$ cat src/rtl/dmem_arbiter.sv
// rtl/dmem_arbiter.sv - two-port round-robin arbiter for the single-port data RAM
// Handles strobe generation, alignment/range checks and load extension.
module dmem_arbiter #(
  parameter int                         ADDRESS_LENGTH = 32,
  parameter logic [ADDRESS_LENGTH-1:0]  ADDR_MAX       = 32'h1FFFF
) (
  input  logic                                clk,
  input  logic                                rst_n,
  input  logic [1:0]                          req_i,
  input  logic [1:0]                          we_i,
  input  logic [1:0][1:0]                     size_i,
  input  logic [1:0]                          uext_i,
  input  logic [1:0][ADDRESS_LENGTH-1:0]      addr_i,
  input  logic [1:0][ADDRESS_LENGTH-1:0]      wdata_i,
  output logic [1:0]                          gnt_o,
  output logic [1:0]                          rvalid_o,
  output logic [1:0]                          err_o,
  output logic [1:0][ADDRESS_LENGTH-1:0]      rdata_o,
  output logic [ADDRESS_LENGTH-1:0]           ram_a,
  output logic [ADDRESS_LENGTH-1:0]           ram_wd,
  output logic                                ram_sb,
  output logic                                ram_sh,
  output logic                                ram_sw,
  input  logic [ADDRESS_LENGTH-1:0]           ram_rd
);

  typedef enum logic {IDLE, ACCESS} state_t;

  state_t                    state, state_nxt;
  logic                      rr;
  logic                      grant;
  logic                      sel_port;

  logic                      lat_port;
  logic                      lat_we;
  logic [1:0]                lat_size;
  logic                      lat_uext;
  logic [ADDRESS_LENGTH-1:0] lat_addr;
  logic [ADDRESS_LENGTH-1:0] lat_wdata;

  logic [ADDRESS_LENGTH:0]   span;
  logic [ADDRESS_LENGTH:0]   last_byte;
  logic                      acc_err;
  logic                      in_access;
  logic                      do_store;
  logic [ADDRESS_LENGTH-1:0] load_data;

  // rr names the port that wins when both request
  always_comb begin
    state_nxt = state;
    gnt_o     = '0;
    grant     = 1'b0;
    sel_port  = rr;
    case (state)
      IDLE: begin
        if (|req_i) begin
          grant     = 1'b1;
          sel_port  = (req_i == 2'b11) ? rr : req_i[1];
          gnt_o[sel_port] = 1'b1;
          state_nxt = ACCESS;
        end
      end
      ACCESS: state_nxt = IDLE;
      default: state_nxt = IDLE;
    endcase
  end

  always_ff @(posedge clk or negedge rst_n) begin
    if (!rst_n) begin
      state     <= IDLE;
      rr        <= 1'b0;
      lat_port  <= 1'b0;
      lat_we    <= 1'b0;
      lat_size  <= 2'b00;
      lat_uext  <= 1'b0;
      lat_addr  <= '0;
      lat_wdata <= '0;
    end else begin
      state <= state_nxt;
      if (grant) begin
        rr        <= ~sel_port;
        lat_port  <= sel_port;
        lat_we    <= we_i[sel_port];
        lat_size  <= size_i[sel_port];
        lat_uext  <= uext_i[sel_port];
        lat_addr  <= addr_i[sel_port];
        lat_wdata <= wdata_i[sel_port];
      end
    end
  end

  // Range check is done one bit wider so an access near 2^32 cannot wrap
  always_comb begin
    span = '0;
    case (lat_size)
      2'b01:   span[1:0] = 2'd1;
      2'b10:   span[1:0] = 2'd3;
      default: span[1:0] = 2'd0;
    endcase
    last_byte = {1'b0, lat_addr} + span;
    acc_err   = (lat_size == 2'b11)
              | ((lat_size == 2'b01) & lat_addr[0])
              | ((lat_size == 2'b10) & (lat_addr[1:0] != 2'b00))
              | (last_byte > {1'b0, ADDR_MAX});
  end

  assign in_access = (state == ACCESS);
  assign do_store  = in_access & lat_we & ~acc_err;
  assign ram_sb    = do_store & (lat_size == 2'b00);
  assign ram_sh    = do_store & (lat_size == 2'b01);
  assign ram_sw    = do_store & (lat_size == 2'b10);
  assign ram_a     = lat_addr;
  assign ram_wd    = lat_wdata;

  always_comb begin
    case (lat_size)
      2'b00:   load_data = {{(ADDRESS_LENGTH-8){~lat_uext & ram_rd[7]}}, ram_rd[7:0]};
      2'b01:   load_data = {{(ADDRESS_LENGTH-16){~lat_uext & ram_rd[15]}}, ram_rd[15:0]};
      default: load_data = ram_rd;
    endcase
  end

  always_ff @(posedge clk or negedge rst_n) begin
    if (!rst_n) begin
      rvalid_o <= '0;
      err_o    <= '0;
      rdata_o  <= '0;
    end else begin
      rvalid_o <= '0;
      err_o    <= '0;
      rdata_o  <= '0;
      if (in_access) begin
        rvalid_o[lat_port] <= 1'b1;
        err_o[lat_port]    <= acc_err;
        rdata_o[lat_port]  <= (acc_err | lat_we) ? '0 : load_data;
      end
    end
  end

endmodule

$ cat config.mk
export PLATFORM = sky130hd
export DESIGN_NAME = dmem_arbiter
export DESIGN_NICKNAME = d
export VERILOG_FILES = /design/src/rtl/dmem_arbiter.sv
export SDC_FILE = /design/constraint.sdc
export NUM_CORES = 1
export LEC_CHECK = 0
export BUFFER_PORTS_ARGS = -buffer_cell sky130_fd_sc_hd__buf_2
export CORE_MARGIN = 2
export CORE_UTILIZATION = 45
export CTS_BUF_LIST = sky130_fd_sc_hd__clkbuf_4 sky130_fd_sc_hd__clkbuf_8
export DETAILED_ROUTE_END_ITERATION = 10
export PLACE_DENSITY = 0.87
export SYNTH_ARGS = -nofsm -noshare
export SYNTH_HDL_FRONTEND = slang
export SYNTH_SLANG_ARGS = --single-unit
$ cat constraint.sdc
create_clock -name clk -period 3.7 [get_ports clk]
set_input_delay 0.185 -clock clk [delete_from_list [all_inputs] [get_ports clk]]
set_output_delay 0.185 -clock clk [all_outputs]
set_load 0.02 [all_outputs]
-- Yosys cells after proc, flatten, opt, wreduce, memory -nomap -nowiden
Index checks and enable logic that the tools add are counted.
W data, S select, Z words.
- bits in registers: 139
- bits of input ports: 172
- output and inout port bits: 137
- logic and storage cells: 77
- add/sub/neg operators: 1
- magnitude comparators: 6
- eq/ne operators: 4
- muxes and demuxes: 30
- bitwise operators: 19
- reductions and logical operators: 5
- operators with widths (cell ; number):
    $mux W32 ; 6
    $and A64 B64 Y64 ; 1
    $mux W64 ; 1
    $pmux W32 S2 ; 1
    $add A32 B2 Y33 ; 1
    $gt A33 B17 Y1 const B ; 1
    $demux W32 S1 ; 1
    $mux W2 ; 6
    $mux W1 ; 11
    $and A1 B1 Y1 ; 9
    $eq A2 B2 Y1 const B ; 3
    $lt A1 B2 Y1 const B ; 3
    $not A1 Y1 ; 4
    $or A1 B1 Y1 ; 4
    $pmux W2 S2 ; 1
    $and A2 B2 Y2 ; 1
    $demux W1 S1 ; 2
    $eq A2 B1 Y1 const B ; 1
    $ge A1 B1 Y1 const B ; 2
    $logic_and A1 B1 Y1 ; 2
    $logic_not A2 Y1 ; 1
    $pmux W1 S2 ; 1
    $reduce_bool A2 Y1 ; 1
    $reduce_or A2 Y1 ; 1

-- Depth between registers and ports, before layout
- depth after elaboration: 9
- depth in mapped cells: 11

-- Worst setup path after synthesis
No wires, ideal clock.
- path type: register -> output
- start: register lat_size[0]
- end: output ram_sb
- arrival: 2.770 ns
- required time: 3.515 ns
- slack: 0.745 ns
- stages on the path, launching flop included: 11
- path through: dfrtp_1 inv_1 ha_1 ha_1 fa_1 and4_1 a31o_2 a22oi_1 o211ai_2 clkbuf_1 nor3_1
- longest elaborated chain between the ends: 8
- ends and longest elaborated chain (element ; line ; source):
    from (decl) ; 36 ; logic [1:0] lat_size;
    from (signal assigned) ; 84 ; lat_size <= size_i[sel_port];
    $eq A2 B2 Y1 / $eq A2 B1 Y1 (equally long branches) ; 95, 103, 102 ;
    $pmux W2 S2 / $and A1 B1 Y1 (equally long branches) ; 95, 102 ;
    $add A32 B2 Y33 / $or A1 B1 Y1 (equally long branches) ; 100, 102 ;
    $gt A33 B17 Y1 / $or A1 B1 Y1 (equally long branches) ; 104, 103 ;
    $or A1 B1 Y1 ; 104 ; | (last_byte > {1'b0, ADDR_MAX});
    $not A1 Y1 ; 108 ; assign do_store = in_access & lat_we & ~acc_err;
    $and A1 B1 Y1 ; 108 ;
    $and A1 B1 Y1 * ; 109 ; assign ram_sb = do_store & (lat_size == 2'b00);
    to (decl) ; 21 ; output logic ram_sb,
Every way passes the cells marked *; elsewhere a longest branch is shown, timed or not.

-- Final worst setup path
- start: register lat_size[0]
- end: output ram_sw
- longest elaborated chain between the ends: 8
- ends and longest elaborated chain (element ; line ; source):
    $eq A2 B2 Y1 / $eq A2 B1 Y1 (equally long branches) ; n/a ;
    $pmux W2 S2 / $and A1 B1 Y1 (equally long branches) ; 95, 102 ;
    $add A32 B2 Y33 / $or A1 B1 Y1 (equally long branches) ; 100, 102 ;
    $gt A33 B17 Y1 / $or A1 B1 Y1 (equally long branches) ; 104, 103 ;
    $or A1 B1 Y1 ; 104 ;
    $not A1 Y1 ; 108 ;
    $and A1 B1 Y1 ; 108 ;
    $and A1 B1 Y1 * ; 111 ; assign ram_sw = do_store & (lat_size == 2'b10);
    to (decl) ; 23 ; output logic ram_sw,
Marks and branches as above.

==> metrics <==
status=complete, but fails checks; failing checks=design-rule violations; initial core utilization=0.461; post-synthesis cell count=between 600 and 700; number of synthesized flops with an enable pin=0; warnings from Yosys=0; slowest cell delay on critical path=~0.40 ns; largest cells by area after synthesis=dfrtp_1 54%, a222oi_1 7.0%, nor3_2 4.8%; P&R area growth vs syn=47.2%; syn nets=818; Synth top area share=0.541; Setup violations, final=0; met2 wire len=11700 microns; max-cap viol count=0; pwr dens=between 500 and 600 mW/mm^2; RSZ-0062 raised after global routing=no; Overall Power=between 4 and 5 mW; worst reg2reg path startpoint=lat_size[0]; Cell variety after synth=49; Crit Path Class=flip-flop to output pin; WP data arrival=3.30 ns; Post-Route WL=around 23000 microns; ys flop type=dfrtp_1; largest area contributor in the synthesized netlist=dfrtp_1; Final Cell Area=0.00946 sq mm; clock sinks=between 100 and 150; Critical Path, Cell by Cell=inv_1 > ha_1 > ha_1 > fa_1 > and4_1 > a31o_2 > a22oi_2 > o211ai_4 > buf_4 > nor3_1 > buf_2; Final Core Density=0.679; r2r setup slk=about 0.76 ns; Slew @ Worst Pin=approximately 1.4 ns; hold endpoint=ram_a[2]; Initial DRC Count=slightly below 800; clk slew on worst S/H paths=0.07 ns; Worst Skew=0.0115 ns; LEAKAGE=4.74 nW; GRT Util Overall=0.304; root buffer selected by CTS=clkbuf_8; Avg Cell Area, Syn=10.1 sq um; Post-DRT Antenna Nets=0; row count=between 40 and 50; Residual DRC=6; antenna violations before repair=0; worst vdd ir=between 0.3 and 0.4 mV; Tmin final=3.48 ns; first-pass GRT wire length=around 35000 microns; Top cell by count, worst path=ha_1; DR WL met3=a little over 2000 microns; #FFs+latches synth=139; capture point of the worst reg-to-reg path=rdata_o[36]; H-tree levels=4; Num CTS Buffers=17; Final period util=0.942; Diodes inserted=0; core area=0.0139 sq mm; 1st-pass router iterations=11; hold path depth=3; startpoint type of the worst setup path=flip-flop; post-DP HPWL=14500 microns; Hold Vio Cnt, Final=0; Die ar.=around 0.015 sq mm; fin nets=roughly 1200; CTS tree=done; Chip Height=about 120 microns; headroom to the max-slew limit=0.0955; layout cells sized above 1=0.393; max frequency=around 290 MHz; grt ovf=0; Async SR Flop Fraction=1.00; CP endpoint kind=output pin; # Post-CTS Setup Buffers=0; GPL Wtd Cong=0.873; CTS Buffer Depth=2; vias in the first global route=~6800; crit path max fanout=15; placed inst area=slightly above 0.008 sq mm; register area share after synthesis=0.541; M1 WL=around 8400 microns; worst min path class=input port to flip-flop; slowest stage cell, crit path=dfrtp_1; R2R depth=10; Crit path required time=3.51 ns; Die Wd=124 microns; Slew Viols, Final=0; IO buf count=roughly 310; synthesized cell area=around 0.0064 sq mm; worst min-delay path startpoint=addr_i[34]; routed len/inst=about 19 microns; I/O pins=309; setup_tns=0 ns; top layer in use=met4; largest net degree at the start of global routing=around 110; Via density=roughly 5.7; vias=about 6900; worst skew pair latency=around 0.45 ns
registers in the layout, indices dropped and copies added (netlist names), 2 cells and up:
| register | count |
|---|---|
| ram_wd | 32 |
| rvalid_o | 2 |
| lat_size | 2 |
| rdata_o | 64 |
| err_o | 2 |
| ram_a | 32 |
kinds of logic after synthesis:
kind of cell	synth area share
simple gates	0.220
flops	0.541
compound gates	0.151
buf+inv	0.0677
fa+ha+maj	0.0148
xor+xnor	0.00409
mux	0.00156
worst max-delay path by stage:
stage                      from  endpoint  slack [ns]
detailed placement  lat_size[0]    ram_sb        0.60
floorplan           lat_size[0]    ram_sb        0.75
global route        lat_size[0]    ram_sw        0.07
global placement    lat_size[0]    ram_sb        0.65
finish              lat_size[0]    ram_sw        0.22
CTS                 lat_size[0]    ram_sb        0.09
placed cells by master, fill, tap and decap left out, drive strengths merged, types with 22 or more instances in the layout:
master / netlist / final
o21ai: 27 / 27
nor3: 64 / 64
o22ai: 22 / 22
nand3: 39 / 39
nand2: 62 / 62
a222oi: 45 / 45
nor2: 39 / 39
dfrtp: 139 / 139
inv: 51 / 52
buf: 13 / 322
dlygate4sd3: 0 / 93
where the power goes:
part | total (mW) | internal, mW | switching, mW | leakage [nW]
combinational | 1.58 | 0.623 | 0.956 | 2.72
clock | 1.28 | 0.693 | 0.587 | 0.200
sequential | 1.90 | 1.70 | 0.205 | 1.82
total | 4.76 | 3.01 | 1.75 | 4.74
stage by stage:
stage / cells / hold WS [ns] / worst slack [ns]
detailed placement: 1086 / 0.365 / 0.597
finish: 1209 / 0.0316 / 0.216
CTS: 1209 / 0.000986 / 0.0883
floorplan: 639 / -0.111 / 0.745
global placement: 1086 / 0.356 / 0.652
global route: 1209 / 0.0235 / 0.0674
repair_timing:
action,CTS,global route
endpoints found under the setup margin,0,2
endpoints found under the hold margin,150,0
hold buffers,93,0
gates resized for setup,0,2
layer usage:
metal | vias to the layer above | GRT usage
li1 | 3059 | -
met1 | 3333 | 0.352
met2 | 452 | 0.525
met3 | 88 | 0.0821
met4 | 0 | 0.136
met5 | - | 0
worst max-delay path, delay by kind of cell, from the launching register on:
| family | cells | cell delay (ns) |
|---|---|---|
| buf+inv | 3 | 0.52 |
| simple gates | 2 | 0.41 |
| compound gates | 3 | 0.63 |
| fa+ha+maj | 3 | 0.91 |
| flops | 1 | 0.40 |
cells in the mapped netlist, drive strengths merged (2+ instances only):
cell type / number
or3: 4
nor3: 64
ha: 6
a222oi: 45
dfrtp: 139
and2: 2
and4: 3
a22oi: 3
inv: 51
a21o: 3
a31o: 2
nand2b: 6
nand3b: 2
a21oi: 17
nor2b: 6
nand4: 10
xnor2: 2
and3: 2
o211ai: 2
o22ai: 22
nand3: 39
clkbuf: 42
nor4: 7
buf: 13
nand2: 62
o21ai: 27
or2: 4
o21bai: 2
nor2: 39
layout make-up:
cell class | instances | area (sq um)
Inverter | 51 | 191
Fill cell | 1046 | 4470
Clock inverter | 11 | 145
Timing Repair Buffer | 415 | 2580
Tap cell | 180 | 225
Clock buffer | 19 | 262
Sequential cell | 139 | 3480
Multi-Input combinational cell | 394 | 2580
No activity file was read; power rests on OpenSTA's default activity.
